==> src/rtl/pc_fetch_ctrl_pkg.sv <==
// pc_fetch_ctrl_pkg: shared fetch definitions (FSM states, PC step, branch codes)
package pc_fetch_ctrl_pkg;
    typedef enum logic {
        FETCH = 1'b0,
        HOLD  = 1'b1
    } fetch_state_e;

    localparam logic [31:0] PC_INC = 32'd4;

    typedef enum logic [2:0] {
        BR_NONE,
        BR_EQ,
        BR_NE,
        BR_LT,
        BR_GE,
        BR_JAL,
        BR_JALR
    } br_code_e;

    function automatic logic [31:0] word_align(input logic [31:0] a);
        return {a[31:2], 2'b00};
    endfunction
endpackage

==> src/rtl/pc_fetch_ctrl_pc_reg.sv <==
// pc_reg: program counter register with load enable and reset to the boot address
module pc_reg #(
    parameter logic [31:0] RESET_ADDR = 32'h0000_0000
) (
    input  logic        clk,
    input  logic        rst_n,
    input  logic        load_i,
    input  logic [31:0] d_i,
    output logic [31:0] q_o
);
    // load a new pc only when the controller commits one
    always_ff @(posedge clk or negedge rst_n) begin
        if (!rst_n) q_o <= RESET_ADDR;
        else if (load_i) q_o <= d_i;
    end
endmodule

==> src/rtl/pc_fetch_ctrl.sv <==
// pc_fetch_ctrl: single-slot instruction fetch controller with redirect handling
module pc_fetch_ctrl
    import pc_fetch_ctrl_pkg::*;
#(
    parameter logic [31:0] RESET_ADDR = 32'h0000_0000
) (
    input  logic        clk,
    input  logic        rst_n,
    input  logic        pcload,
    input  logic [31:0] pcaddr,
    input  logic        stall,
    output logic        imem_req,
    output logic [31:0] imem_addr,
    input  logic        imem_ack,
    input  logic [31:0] imem_rdata,
    output logic        instr_valid,
    output logic [31:0] instr,
    output logic [31:0] instr_pc,
    output logic [31:0] pc
);
    fetch_state_e state_q, state_d;
    logic        valid_q, valid_d;
    logic [31:0] instr_q, instr_d;
    logic [31:0] ipc_q, ipc_d;
    logic        pend_q, pend_d;
    logic [31:0] raddr_q, raddr_d;
    logic        pc_ld;
    logic [31:0] pc_d;

    pc_reg #(.RESET_ADDR(RESET_ADDR)) u_pc_reg (
        .clk   (clk),
        .rst_n (rst_n),
        .load_i(pc_ld),
        .d_i   (pc_d),
        .q_o   (pc)
    );

    // state, slot and deferred-redirect registers
    always_ff @(posedge clk or negedge rst_n) begin
        if (!rst_n) begin
            state_q <= FETCH;
            valid_q <= 1'b0;
            instr_q <= '0;
            ipc_q   <= '0;
            pend_q  <= 1'b0;
            raddr_q <= '0;
        end else begin
            state_q <= state_d;
            valid_q <= valid_d;
            instr_q <= instr_d;
            ipc_q   <= ipc_d;
            pend_q  <= pend_d;
            raddr_q <= raddr_d;
        end
    end

    // next state: a redirect seen during a read poisons that read's data
    always_comb begin
        state_d = state_q;
        valid_d = valid_q;
        instr_d = instr_q;
        ipc_d   = ipc_q;
        pend_d  = pend_q;
        raddr_d = raddr_q;
        pc_ld   = 1'b0;
        pc_d    = pc;
        if (state_q == FETCH) begin
            if (imem_ack) begin
                pc_ld  = 1'b1;
                pend_d = 1'b0;
                if (pcload) pc_d = word_align(pcaddr);
                else if (pend_q) pc_d = raddr_q;
                else begin
                    pc_d    = pc + PC_INC;
                    instr_d = imem_rdata;
                    ipc_d   = pc;
                    valid_d = 1'b1;
                    state_d = HOLD;
                end
            end else if (pcload) begin
                pend_d  = 1'b1;
                raddr_d = word_align(pcaddr);
            end
        end else if (pcload) begin
            pc_ld   = 1'b1;
            pc_d    = word_align(pcaddr);
            valid_d = 1'b0;
            state_d = FETCH;
        end else if (valid_q && !stall) begin
            valid_d = 1'b0;
            state_d = FETCH;
        end
    end

    assign imem_req    = (state_q == FETCH);
    assign imem_addr   = pc;
    assign instr_valid = valid_q;
    assign instr       = instr_q;
    assign instr_pc    = ipc_q;
endmodule
==> config.mk <==
export PLATFORM = sky130hd
export DESIGN_NAME = pc_fetch_ctrl
export DESIGN_NICKNAME = d
export VERILOG_FILES = /design/src/rtl/pc_fetch_ctrl_pkg.sv /design/src/rtl/pc_fetch_ctrl_pc_reg.sv /design/src/rtl/pc_fetch_ctrl.sv
export SDC_FILE = /design/constraint.sdc
export NUM_CORES = 1
export LEC_CHECK = 0
export CAP_MARGIN = 0
export CORE_MARGIN = 8
export CORE_UTILIZATION = 51
export DETAILED_ROUTE_END_ITERATION = 8
export PLACE_DENSITY = 0.93
export SLEW_MARGIN = 40
export SYNTH_ARGS = -nofsm -noshare
export SYNTH_HDL_FRONTEND = slang
export SYNTH_HIERARCHICAL = 1
export SYNTH_SLANG_ARGS = --single-unit
==> constraint.sdc <==
create_clock -name clk -period 4.05 [get_ports clk]
set_input_delay 0.6075 -clock clk [delete_from_list [all_inputs] [get_ports clk]]
set_output_delay 0.6075 -clock clk [all_outputs]
set_load 0.005 [all_outputs]
==> results.md, run 1 <==
| Result | Value | Unit |
|:---|:---|:---|
| Max Clock Skew | 0.006188 | ns |
| TritonCTS clock tree | done | - |
| Area of the die | 16,820 | sq um |
| Via count of the first global-routing pass | 6,087 | - |
| Average wire length per cell after detail routing | 20.10 | microns |
| Nets@finish | 900 | - |
| Number of vias per cell after detailed routing | 5.625 | - |
| Share of the yosys chip area belonging to registers | 0.4896 | - |
| Internal power contribution | 4.283 | mW |
| Htree depth | 4 | - |
| Core Rows | 41 | - |
| Data arrival time of the worst path | 2.98 | ns |
| Max-Cap Viols | 0 | - |
| Final setup violation count | 0 | - |
| Largest net degree at the start of global routing | 108 | - |
| Layout cell share with drive strength beyond 1 | 0.1496 | - |
| Power spent charging and discharging nets | 2.048 | mW |
| Headroom to the max-slew limit | 0.4507 | - |
| Vertical extent of the die | 129.7 | microns |
| Global-route wire length before repair | 31.86 | mm |
| CP startpoint kind | primary input | - |
| Port Buffers | 196 | - |
| Setup repair bufs after CTS | 0 | - |
| Most common library cell in the layout ignoring fill and taps | sky130_fd_sc_hd__nand2_1 | - |
| Worst-skew pair later-pin latency | 0.42 | ns |
| Fraction of the cycle the final worst path needs | 0.6589 | - |
| Final wirelength | 20.38 | mm |
| Crit path capture type | flop | - |
| Residual overflow from global routing | 0 | - |
| Count of flip-flops with a built-in enable after synthesis | 0 | - |
| Switching fraction of total power | 0.3235 | - |
| Clock buffer count from CTS | 17 | - |
| Top library cells by usage in the layout, fill and taps aside | sky130_fd_sc_hd__nand2_1, sky130_fd_sc_hd__clkdlybuf4s50_1, sky130_fd_sc_hd__dfrtp_1 | - |
| Synthesized area divided by synthesized cell count | 9.901 | sq um |
| Primary flip-flop cell chosen by synthesis mapping | sky130_fd_sc_hd__dfrtp_1 | - |
| Outcome | finished clean | - |
| Worst min-delay path category | in2async | - |
| Half-perimeter wire length after detailed placement | 13.87 | mm |
| Kind of critical path | in2reg | - |
| Unrepaired setup endpoints after global routing | no | - |
| Clock slew seen by the registers of the worst setup and hold paths | 0.06 | ns |
| Worst-case vdd ir drop | 0.3920 | mV |
| Netlist Area Pre-Place | 6594 | sq um |
| Clock group share of total power | 0.247 | - |
| Proportion of synthesized flip-flops having asynchronous set or reset | 1.000 | - |
| # resized after CTS | 0 | - |
| Final setup TNS | 0 | ns |
| Cells after synthesis | 666 | - |
| Cell Pwr Density | 696.5 | nW/um^2 |
| Chip width | 129.7 | microns |
| Initial Util | 0.5225 | - |
| Number of clock sinks seen by CTS | 129 | - |
| Biggest fanout along the worst timing path | 14 | - |
| Data required, critical path | 4.36 | ns |
| Core area | 12,620 | sq um |
| Final RePlAce weighted congestion | 0.8341 | - |
| Syn Nets | 736 | - |
| # placed instances | 982 | - |
| Static Leakage | 4.028 | nW |
| Antenna violations before repair | 0 | - |
| Top-level I/O count | 199 | - |
| Total number of yosys warnings | 6 | - |
| Count of final max-slew check failures | 0 | - |
| Maximum clock insertion buffer count | 2 | - |
| Final cell count without fillers | 1,014 | - |
| Sequential share of power | 0.372 | - |
| Remaining design rule violation count | 0 | - |
| Global routing usage summed across all routing layers | 0.2471 | - |
| Min cycle time layout | 2.669 | ns |
| Proportion of power drawn by combinational gates | 0.381 | - |
| Antenna violation net count after detailed routing | 0 | - |
| First-pass DRT Iterations | 5 | - |
| Initial DRC Count | 479 | - |
| Total via count in the routed design | 5,704 | - |
| Inserted Diodes | 0 | - |
| Count of hold-fix buffers inserted at cts | 0 | - |
| Clock root buffer | sky130_fd_sc_hd__clkbuf_16 | - |
| Hold Fails Final Rpt | 0 | - |
| Worst Max-Slew Pin Slew | 0.8210 | ns |
| Max Clock Freq | 374.7 | MHz |
| Flop and latch count out of synthesis | 129 | - |
| Number of library cell types mapped by synthesis | 57 | - |
| Area growth from synthesis to layout | 37.84 | % |
-- flip-flops by register name, indices dropped and copies added (netlist names) --
| signal | flops |
|---|---|
| instr | 32 |
| instr_pc | 32 |
| instr_valid | 1 |
| pend_q | 1 |
| raddr_q | 30 |
| state_q | 1 |
| u_pc_reg/q_o | 32 |
-- routing by layer --
metal  wire length [microns]  global-route usage  part of all wire
met1                    7731              0.2687              0.38
met2                    9850              0.4025              0.48
met3                    2234              0.1142              0.11
met4                     563              0.1202             0.028
met5                       0                   0                 0
-- synth_stat cells (all sizes together), types with 3 or more instances --
| cell | instances | area (sq um) |
|---|---|---|
| a21oi | 29 | 145.1 |
| xnor2 | 10 | 87.58 |
| and4 | 4 | 36.29 |
| inv | 6 | 22.52 |
| o21ai | 32 | 160.2 |
| nor3 | 10 | 65.06 |
| clkbuf | 23 | 101.3 |
| and3 | 4 | 25.02 |
| nor2 | 11 | 41.29 |
| nand2 | 205 | 769.5 |
| mux2 | 61 | 799.5 |
| xor2 | 12 | 105.1 |
| nor4 | 3 | 37.54 |
| a22oi | 6 | 45.04 |
| dfrtp | 129 | 3228 |
| buf | 47 | 369.1 |
| a22o | 13 | 113.9 |
| and2 | 3 | 18.77 |
| nand4 | 8 | 65.06 |
| nand3 | 17 | 90.09 |
| o22ai | 4 | 25.02 |
-- final timing paths --
check,endpoint,depth (start not counted),from,slack (ns)
max,u_pc_reg/q_o[4],8,pcload,1.38
min,raddr_q[3],1,rst_n,0.04
max reg2reg,u_pc_reg/q_o[30],7,u_pc_reg/q_o[2],1.45
min reg2reg,instr_pc[19],2,instr_pc[19],0.47
max in group asynchronous,u_pc_reg/q_o[18],3,rst_n,2.99
min in group clk,instr_pc[19],2,instr_pc[19],0.47
-- power by group through the flow --
| stage | clock network (mW) | registers [mW] | logic (mW) |
|---|---|---|---|
| floorplan | 0 | 2.21 | 1.21 |
| global placement | 0 | 2.33 | 2.32 |
| detailed placement | 0 | 2.36 | 2.41 |
| CTS | 1.57 | 2.35 | 2.43 |
| global route | 1.63 | 2.44 | 2.60 |
| finish | 1.56 | 2.36 | 2.41 |
-- critical path: stages --
cell and delay [ns]:
sky130_fd_sc_hd__clkdlybuf4s50_1 0.76, sky130_fd_sc_hd__buf_4 0.29, sky130_fd_sc_hd__a21oi_2 0.09, sky130_fd_sc_hd__inv_2 0.32, sky130_fd_sc_hd__o21ai_0 0.15, sky130_fd_sc_hd__a222oi_1 0.29, sky130_fd_sc_hd__o21ai_0 0.18, sky130_fd_sc_hd__mux2_4 0.29
-- cell type report --
type | count | area, sq um
sequential | 129 | 3228
fill | 884 | 3531
timing repair buffer | 215 | 2130
clock buffer | 27 | 533.0
inverter | 7 | 26.28
multi-input combinational | 460 | 2887
clock inverter | 4 | 70.07
tap | 172 | 215.2
-- cell families after synthesis --
family,count (synthesis),share of synthesized area
AND/OR/NAND/NOR,273,0.1829
flip-flops,129,0.4896
AO/OA/AOI/OAI,101,0.09678
buffers and inverters,77,0.07533
multiplexers,63,0.1243
XOR/XNOR,22,0.02922
adder cells (fa/ha/maj),1,0.001897
-- metrics by stage --
step                utilization  area, sq um  worst slack [ns]  hold slack, ns  power [mW]
floorplan                     -         6594             1.921          0.3119       3.417
CTS                      0.7180         9061             1.481          0.2795       6.349
detailed placement       0.6702         8458             1.097          0.4595       4.763
finish                   0.7202         9089             1.381         0.03594       6.330
global route             0.7202         9089             1.294         0.03365       6.672
global placement         0.6699         8454             1.125          0.4500       4.652
(Power assumes the default switching activity.)
==> run 2: changes to the inputs <==
--- a/config.mk
+++ b/config.mk
@@ -7,9 +7,9 @@
 export LEC_CHECK = 0
 export CAP_MARGIN = 0
 export CORE_MARGIN = 8
-export CORE_UTILIZATION = 51
+export CORE_UTILIZATION = 43
 export DETAILED_ROUTE_END_ITERATION = 8
-export PLACE_DENSITY = 0.93
+export PLACE_DENSITY = 0.84
 export SLEW_MARGIN = 40
 export SYNTH_ARGS = -nofsm -noshare
 export SYNTH_HDL_FRONTEND = slang
==> constraint.sdc (replaced) <==
create_clock -name clk -period 2.2 [get_ports clk]
set_input_delay 0.33 -clock clk [delete_from_list [all_inputs] [get_ports clk]]
set_output_delay 0.33 -clock clk [all_outputs]
set_load 0.005 [all_outputs]
==> results.md, run 2 (synthesized netlist as in run 1, its figures left out) <==
| Result | Value | Unit | Delta |
|:---|:---|:---|:---|
| First-pass DRT Iterations | 5 | - | unchanged |
| Clock slew seen by the registers of the worst setup and hold paths | 0.06 | ns | about the same |
| Cell Pwr Density | 1280 | nW/um^2 | was 696.5 nW/um^2 |
| Remaining design rule violation count | 0 | - | unchanged |
| Top cell family by delay on the critical path | simple AND/OR/NAND/NOR gates | - | was buffers and inverters |
| Post-route total power | 12.20 | mW | was 6.330 mW |
| Data arrival time of the worst path | 2.35 | ns | was 2.98 ns |
| Worst-skew pair later-pin latency | 0.42 | ns | about the same |
| Biggest fanout along the worst timing path | 3 | - | was 14 |
| Ordered list of cells on the worst path | ha_1, nand2_1, or4_4, nor4_2, xnor2_1, o21ai_1, mux2_4 | - | was clkdlybuf4s50_1, buf_4, a21oi_2, inv_2, o21ai_0, a222oi_1, o21ai_0, mux2_4 |
| Maximum clock insertion buffer count | 2 | - | unchanged |
| Core Rows | 45 | - | was 41 |
| Cells on worst reg2reg path | 7 | - | unchanged |
| Average wire length per cell after detail routing | 18.80 | microns | was 20.10 microns |
| Area growth from synthesis to layout | 44.57 | % | was 37.84% |
| Number of vias per cell after detailed routing | 5.280 | - | was 5.625 |
| Final design area excluding fillers | 9533 | sq um | was 9089 sq um |
| Final cell count without fillers | 1,079 | - | was 1,014 |
| Worst flop-to-flop path startpoint | u_pc_reg/q_o[3] | - | was u_pc_reg/q_o[2] |
| Worst reg-to-reg setup slack | 0.15 | ns | was 1.45 ns |
| Max Clock Freq | 487.4 | MHz |  |
| Nets@finish | 948 | - | was 900 |
| Top-level I/O count | 199 | - | unchanged |
| Vertical extent of the die | 139.8 | microns | was 129.7 microns |
| Inserted Diodes | 0 | - | unchanged |
| Top library cells by usage in the layout, fill and taps aside | sky130_fd_sc_hd__nand2_1, sky130_fd_sc_hd__clkdlybuf4s50_1, sky130_fd_sc_hd__dfrtp_1 | - | unchanged |
| Max Clock Skew | 0.009589 | ns | was 0.006188 ns |
| Critical Path Source | u_pc_reg/q_o[3] | - | was pcload |
| Port Buffers | 196 | - | unchanged |
| Headroom to the max-slew limit | 0.5718 | - | was 0.4507 |
| Total via count in the routed design | 5,697 | - | was 5,704 |
| Antenna violations before repair | 0 | - | unchanged |
| Half-perimeter wire length after detailed placement | 14.63 | mm | was 13.87 mm |
| Residual overflow from global routing | 0 | - | unchanged |
| Outcome | finished clean | - | unchanged |
| Hold Fails Final Rpt | 0 | - | unchanged |
| Core area | 15,090 | sq um | was 12,620 sq um |
| Initial Util | 0.4370 | - | was 0.5225 |
| Final setup violation count | 0 | - | unchanged |
| Global routing usage summed across all routing layers | 0.2146 | - | was 0.2471 |
| Largest net degree at the start of global routing | 54 | - | was 108 |
| Master of the slowest instance on the critical path | sky130_fd_sc_hd__or4_4 | - | was sky130_fd_sc_hd__clkdlybuf4s50_1 |
| Setup repair bufs after CTS | 0 | - | unchanged |
| Dpl cell area | 8910 | sq um | was 8458 sq um |
| Final wirelength | 20.28 | mm | was 20.38 mm |
| Worst min-delay path category | in2async | - | unchanged |
| Delay of the slowest cell on the worst path | 0.57 | ns | was 0.76 ns |
| Chip width | 139.8 | microns | was 129.7 microns |
| # placed instances | 1,046 | - | was 982 |
| Fraction of the cycle the final worst path needs | 0.9326 | - |  |
| Kind of critical path | reg2reg | - | was in2reg |
| Count of final max-slew check failures | 0 | - | unchanged |
| Via count of the first global-routing pass | 6,136 | - | was 6,087 |
| Number of clock sinks seen by CTS | 129 | - | unchanged |
| Tightest hold margin | 0.4207 | ns | was 0.03594 ns |
| Static Leakage | 4.276 | nW | was 4.028 nW |
| Layout cell share with drive strength beyond 1 | 0.1964 | - | was 0.1496 |
| Worst Max-Slew Pin Slew | 0.6381 | ns | was 0.8210 ns |
| Clock root buffer | sky130_fd_sc_hd__clkbuf_16 | - | unchanged |
| Total buffers and inverters traversed by the critical path | 0 | - | was 3 |
| Htree depth | 4 | - | unchanged |
| Most common library cell in the layout ignoring fill and taps | sky130_fd_sc_hd__nand2_1 | - | unchanged |
| Global-route wire length before repair | 32.93 | mm | was 31.86 mm |
| Initial DRC Count | 283 | - | was 479 |
| Area of the die | 19,550 | sq um | was 16,820 sq um |
| Worst-case vdd ir drop | 0.7843 | mV | was 0.3920 mV |
| CP startpoint kind | flop | - | was primary input |
| Antenna violation net count after detailed routing | 0 | - | unchanged |
| Clock buffer count from CTS | 17 | - | unchanged |
| Max-Cap Viols | 0 | - | unchanged |
| TritonCTS clock tree | done | - | unchanged |
| Unrepaired setup endpoints after global routing | no | - | unchanged |
| End of the worst register-to-register path | u_pc_reg/q_o[28] | - | was u_pc_reg/q_o[30] |
| Data required, critical path | 2.50 | ns | was 4.36 ns |
| Final RePlAce weighted congestion | 0.8479 | - | was 0.8341 |
| Min cycle time layout | 2.052 | ns |  |
| Crit path capture type | flop | - | unchanged |
-- run 2: worst max-delay path by stage --
stage,depth (start not counted),end
after floorplan,7,u_pc_reg/q_o[26]
after global placement,6,u_pc_reg/q_o[31]
after detailed placement,7,u_pc_reg/q_o[9]
after CTS,7,u_pc_reg/q_o[28]
after global routing,7,u_pc_reg/q_o[28]
final,7,u_pc_reg/q_o[28]
-- run 2: per-stage QoR --
stage | utilization | setup WS (ns) | TNS (ns)
after floorplan | - | 0.07098 | 0
after global placement | 0.5905 | -0.06044 | -0.1753
after detailed placement | 0.5905 | -0.05334 | -0.2534
after CTS | 0.6318 | 0.1480 | 0
after global routing | 0.6318 | 0.04485 | 0
final | 0.6318 | 0.1483 | 0
-- run 2: worst reg2reg max path, delay by kind of cell, from the launching register on --
| kind | cells | cell delay [ns] |
|---|---|---|
| AND/OR/NAND/NOR | 3 | 0.89 |
| flip-flops | 1 | 0.36 |
| multiplexers | 1 | 0.26 |
| adder cells (fa/ha/maj) | 1 | 0.19 |
| XOR/XNOR | 1 | 0.16 |
| AO/OA/AOI/OAI | 1 | 0.07 |
-- run 2: what timing repair did --
item	in CTS	in global routing
endpoints found under the hold margin	49	0
gates resized for setup	0	0
hold buffers	1	0
-- run 2: per-layer routing --
metal  track usage  wire (microns)
met5             0               0
met4       0.08114             428
met3       0.08482            1823
met1        0.2551            8389
met2        0.3439            9640
-- run 2: area by class of cell --
| class | instances | area, sq um |
|---|---|---|
| clock buffers | 21 | 460.4 |
| clock inverters | 11 | 152.6 |
| fillers | 1196 | 5557 |
| inverters | 7 | 26.28 |
| multi-input cells | 460 | 2887 |
| flip-flops and latches | 129 | 3228 |
| well taps | 188 | 235.2 |
| repair buffers | 263 | 2544 |
-- run 2: power breakdown --
group	switching [mW]	internal [mW]
Combinational	2.27	3.20
Clock	1.09	1.85
Sequential	0.556	3.23
Total	3.92	8.28
==> run 3: changes to the inputs <==
--- a/config.mk
+++ b/config.mk
@@ -5,10 +5,11 @@
 export SDC_FILE = /design/constraint.sdc
 export NUM_CORES = 1
 export LEC_CHECK = 0
-export CAP_MARGIN = 0
 export CORE_MARGIN = 8
 export CORE_UTILIZATION = 43
+export CTS_BUF_LIST = sky130_fd_sc_hd__clkbuf_16
 export DETAILED_ROUTE_END_ITERATION = 8
+export GPL_TIMING_DRIVEN = 0
 export PLACE_DENSITY = 0.84
 export SLEW_MARGIN = 40
 export SYNTH_ARGS = -nofsm -noshare
==> results.md, run 3 (synthesized netlist as in run 1, its figures left out) <==
| Result | Value | Unit | Delta |
|:---|:---|:---|:---|
| Number of clock sinks seen by CTS | 129 | - | unchanged |
| Chip width | 139.8 | microns | unchanged |
| Antenna violation net count after detailed routing | 0 | - | unchanged |
| Worst reg-to-reg setup slack | 0.08 | ns | was 0.15 ns |
| Total via count in the routed design | 5,840 | - | was 5,697 |
| Layout cell share with drive strength beyond 1 | 0.2162 | - | was 0.1964 |
| Fraction of the cycle the final worst path needs | 0.9715 | - | was 0.9326 |
| Clock root buffer | sky130_fd_sc_hd__clkbuf_16 | - | unchanged |
| Clock buffer count from CTS | 17 | - | unchanged |
| Post-route total power | 11.92 | mW | was 12.20 mW |
| Htree depth | 4 | - | unchanged |
| Unrepaired setup endpoints after global routing | yes | - | was no |
| Post-Place Setup Slack | -0.6884 | ns | was -0.05334 ns |
| Data arrival time of the worst path | 2.43 | ns | was 2.35 ns |
| Residual overflow from global routing | 0 | - | unchanged |
| Cells on worst reg2reg path | 6 | - | was 7 |
| CP startpoint kind | primary input | - | was flop |
| Kind of critical path | in2reg | - | was reg2reg |
| Vertical extent of the die | 139.8 | microns | unchanged |
| Final wirelength | 21.07 | mm | was 20.28 mm |
| Half-perimeter wire length after detailed placement | 15.06 | mm | was 14.63 mm |
| Clock slew seen by the registers of the worst setup and hold paths | 0.06 | ns | about the same |
| Core Rows | 45 | - | unchanged |
| Dpl cell area | 8823 | sq um | was 8910 sq um |
| Outcome | finished clean | - | unchanged |
| Headroom to the max-slew limit | 0.4333 | - | was 0.5718 |
| Tightest hold margin | 0.4378 | ns | was 0.4207 ns |
| Initial DRC Count | 397 | - | was 283 |
| First-pass DRT Iterations | 5 | - | unchanged |
| Inserted Diodes | 0 | - | unchanged |
| Top-level I/O count | 199 | - | unchanged |
| Top library cells by usage in the layout, fill and taps aside | sky130_fd_sc_hd__nand2_1, sky130_fd_sc_hd__clkdlybuf4s50_1, sky130_fd_sc_hd__dfrtp_1 | - | unchanged |
| Max-Cap Viols | 0 | - | unchanged |
| Antenna violations before repair | 1 | - | was 0 |
| Maximum clock insertion buffer count | 2 | - | unchanged |
| TritonCTS clock tree | done | - | unchanged |
| CP endpoint | u_pc_reg/q_o[21] | - | was u_pc_reg/q_o[28] |
| Worst flop-to-flop path startpoint | u_pc_reg/q_o[6] | - | was u_pc_reg/q_o[3] |
| Min setup slack post-route | 0.06273 | ns | was 0.1483 ns |
| Area of the die | 19,550 | sq um | unchanged |
| Remaining design rule violation count | 0 | - | unchanged |
| Worst-case vdd ir drop | 0.6705 | mV | was 0.7843 mV |
| Count of final max-slew check failures | 0 | - | unchanged |
| Final RePlAce weighted congestion | 0.8519 | - | was 0.8479 |
| Largest net degree at the start of global routing | 71 | - | was 54 |
| Max Clock Freq | 467.9 | MHz | was 487.4 MHz |
| Global-route wire length before repair | 32.96 | mm | was 32.93 mm |
| Port Buffers | 196 | - | unchanged |
| Worst-skew pair later-pin latency | 0.41 | ns | was 0.42 ns |
| Final setup violation count | 0 | - | unchanged |
| Min cycle time layout | 2.137 | ns | was 2.052 ns |
| Delay of the slowest cell on the worst path | 0.50 | ns | was 0.57 ns |
| Hold Fails Final Rpt | 0 | - | unchanged |
| Biggest fanout along the worst timing path | 10 | - | was 3 |
| Worst min-delay path category | in2reg | - | was in2async |
| Max Clock Skew | 0.007259 | ns | was 0.009589 ns |
| Data required, critical path | 2.49 | ns | was 2.50 ns |
| Critical Path Source | pcload | - | was u_pc_reg/q_o[3] |
| Nets@finish | 971 | - | was 948 |
| Core area | 15,090 | sq um | unchanged |
| Initial Util | 0.4370 | - | unchanged |
| Number of vias per cell after detailed routing | 5.314 | - | was 5.280 |
| Via count of the first global-routing pass | 6,050 | - | was 6,136 |
| Worst Max-Slew Pin Slew | 0.8412 | ns | was 0.6381 ns |
| Final design area excluding fillers | 9575 | sq um | was 9533 sq um |
| Static Leakage | 4.314 | nW | was 4.276 nW |
| Average wire length per cell after detail routing | 19.17 | microns | was 18.80 microns |
| End of the worst register-to-register path | u_pc_reg/q_o[26] | - | was u_pc_reg/q_o[28] |
| Ordered list of cells on the worst path | clkdlybuf4s50_1, buf_2, a21oi_2, inv_2, buf_6, buf_12, mux2_4 | - | was ha_1, nand2_1, or4_4, nor4_2, xnor2_1, o21ai_1, mux2_4 |
| Global routing usage summed across all routing layers | 0.2136 | - | was 0.2146 |
| Most common library cell in the layout ignoring fill and taps | sky130_fd_sc_hd__nand2_1 | - | unchanged |
| Cell Pwr Density | 1245 | nW/um^2 | was 1280 nW/um^2 |
| Area growth from synthesis to layout | 45.22 | % | was 44.57% |
| Crit path capture type | flop | - | unchanged |
| Master of the slowest instance on the critical path | sky130_fd_sc_hd__clkdlybuf4s50_1 | - | was sky130_fd_sc_hd__or4_4 |
| Hold Path Stages | 3 | - |  |
| Final setup TNS | 0 | ns | unchanged |
run 3: cell count changes in the layout (fill, tap and decap cells not counted), sizes merged:
cell,before,now
clkbuf,21,38
clkinvlp,0,2
bufinv,3,0
inv,9,10
buf,67,69
clkinv,6,7
run 3: final cells by class:
| class | count | area (sq um) |
|---|---|---|
| Inverter | 7 | 27.53 |
| Sequential cell | 129 | 3246 |
| Clock buffer | 17 | 425.4 |
| Timing Repair Buffer | 217 | 2147 |
| Multi-Input combinational cell | 460 | 2959 |
| Fill cell | 1195 | 5514 |
| Buffer | 69 | 476.7 |
| Tap cell | 188 | 235.2 |
| Clock inverter | 12 | 58.81 |
run 3: power by group:
part / switching, mW / internal, mW / total, mW
combinational: 1.97 / 3.36 / 5.33
clock: 0.969 / 1.38 / 2.35
sequential: 0.989 / 3.25 / 4.24
total: 3.93 / 7.99 / 11.9
run 3: routing by layer:
layer / global-route usage / part of all wire / wire, microns / vias up
met5: 0 / 0.00043 / 9 / -
met4: 0.07314 / 0.020 / 413 / 2
met3: 0.08584 / 0.098 / 2055 / 34
met2: 0.3446 / 0.48 / 10010 / 295
met1: 0.2539 / 0.41 / 8581 / 2801
li1: - / - / - / 2708
run 3: metrics by stage:
| stage | utilization | cells |
|---|---|---|
| floorplan | - | 666 |
| global placement | 0.5826 | 1050 |
| detailed placement | 0.5847 | 1051 |
| CTS | 0.6218 | 1083 |
| global route | 0.6346 | 1099 |
| finish | 0.6346 | 1099 |
run 3: repair_timing:
action,4_1_cts,5_1_grt
pin swaps,0,4
hold buffers,1,0
resized for setup,23,16
setup buffers,2,17
hold endpoints to repair,69,0
setup endpoints to repair,35,32
run 3: worst max-delay path: cells and delay by family:
kind            cells  cell delay, ns
buf+inv             5            1.30
compound gates      1            0.49
mux                 1            0.30
run 3: worst min-delay path by stage:
stage / startpoint / slack, ns / to
final: imem_rdata[8] / 0.44 / instr[8]
after global placement: instr_pc[19] / 0.45 / instr_pc[19]
after floorplan: rst_n / 0.03 / instr[0]
after detailed placement: rst_n / 0.33 / raddr_q[25]
after CTS: imem_rdata[8] / 0.43 / instr[8]
after global routing: imem_rdata[16] / 0.45 / instr[16]
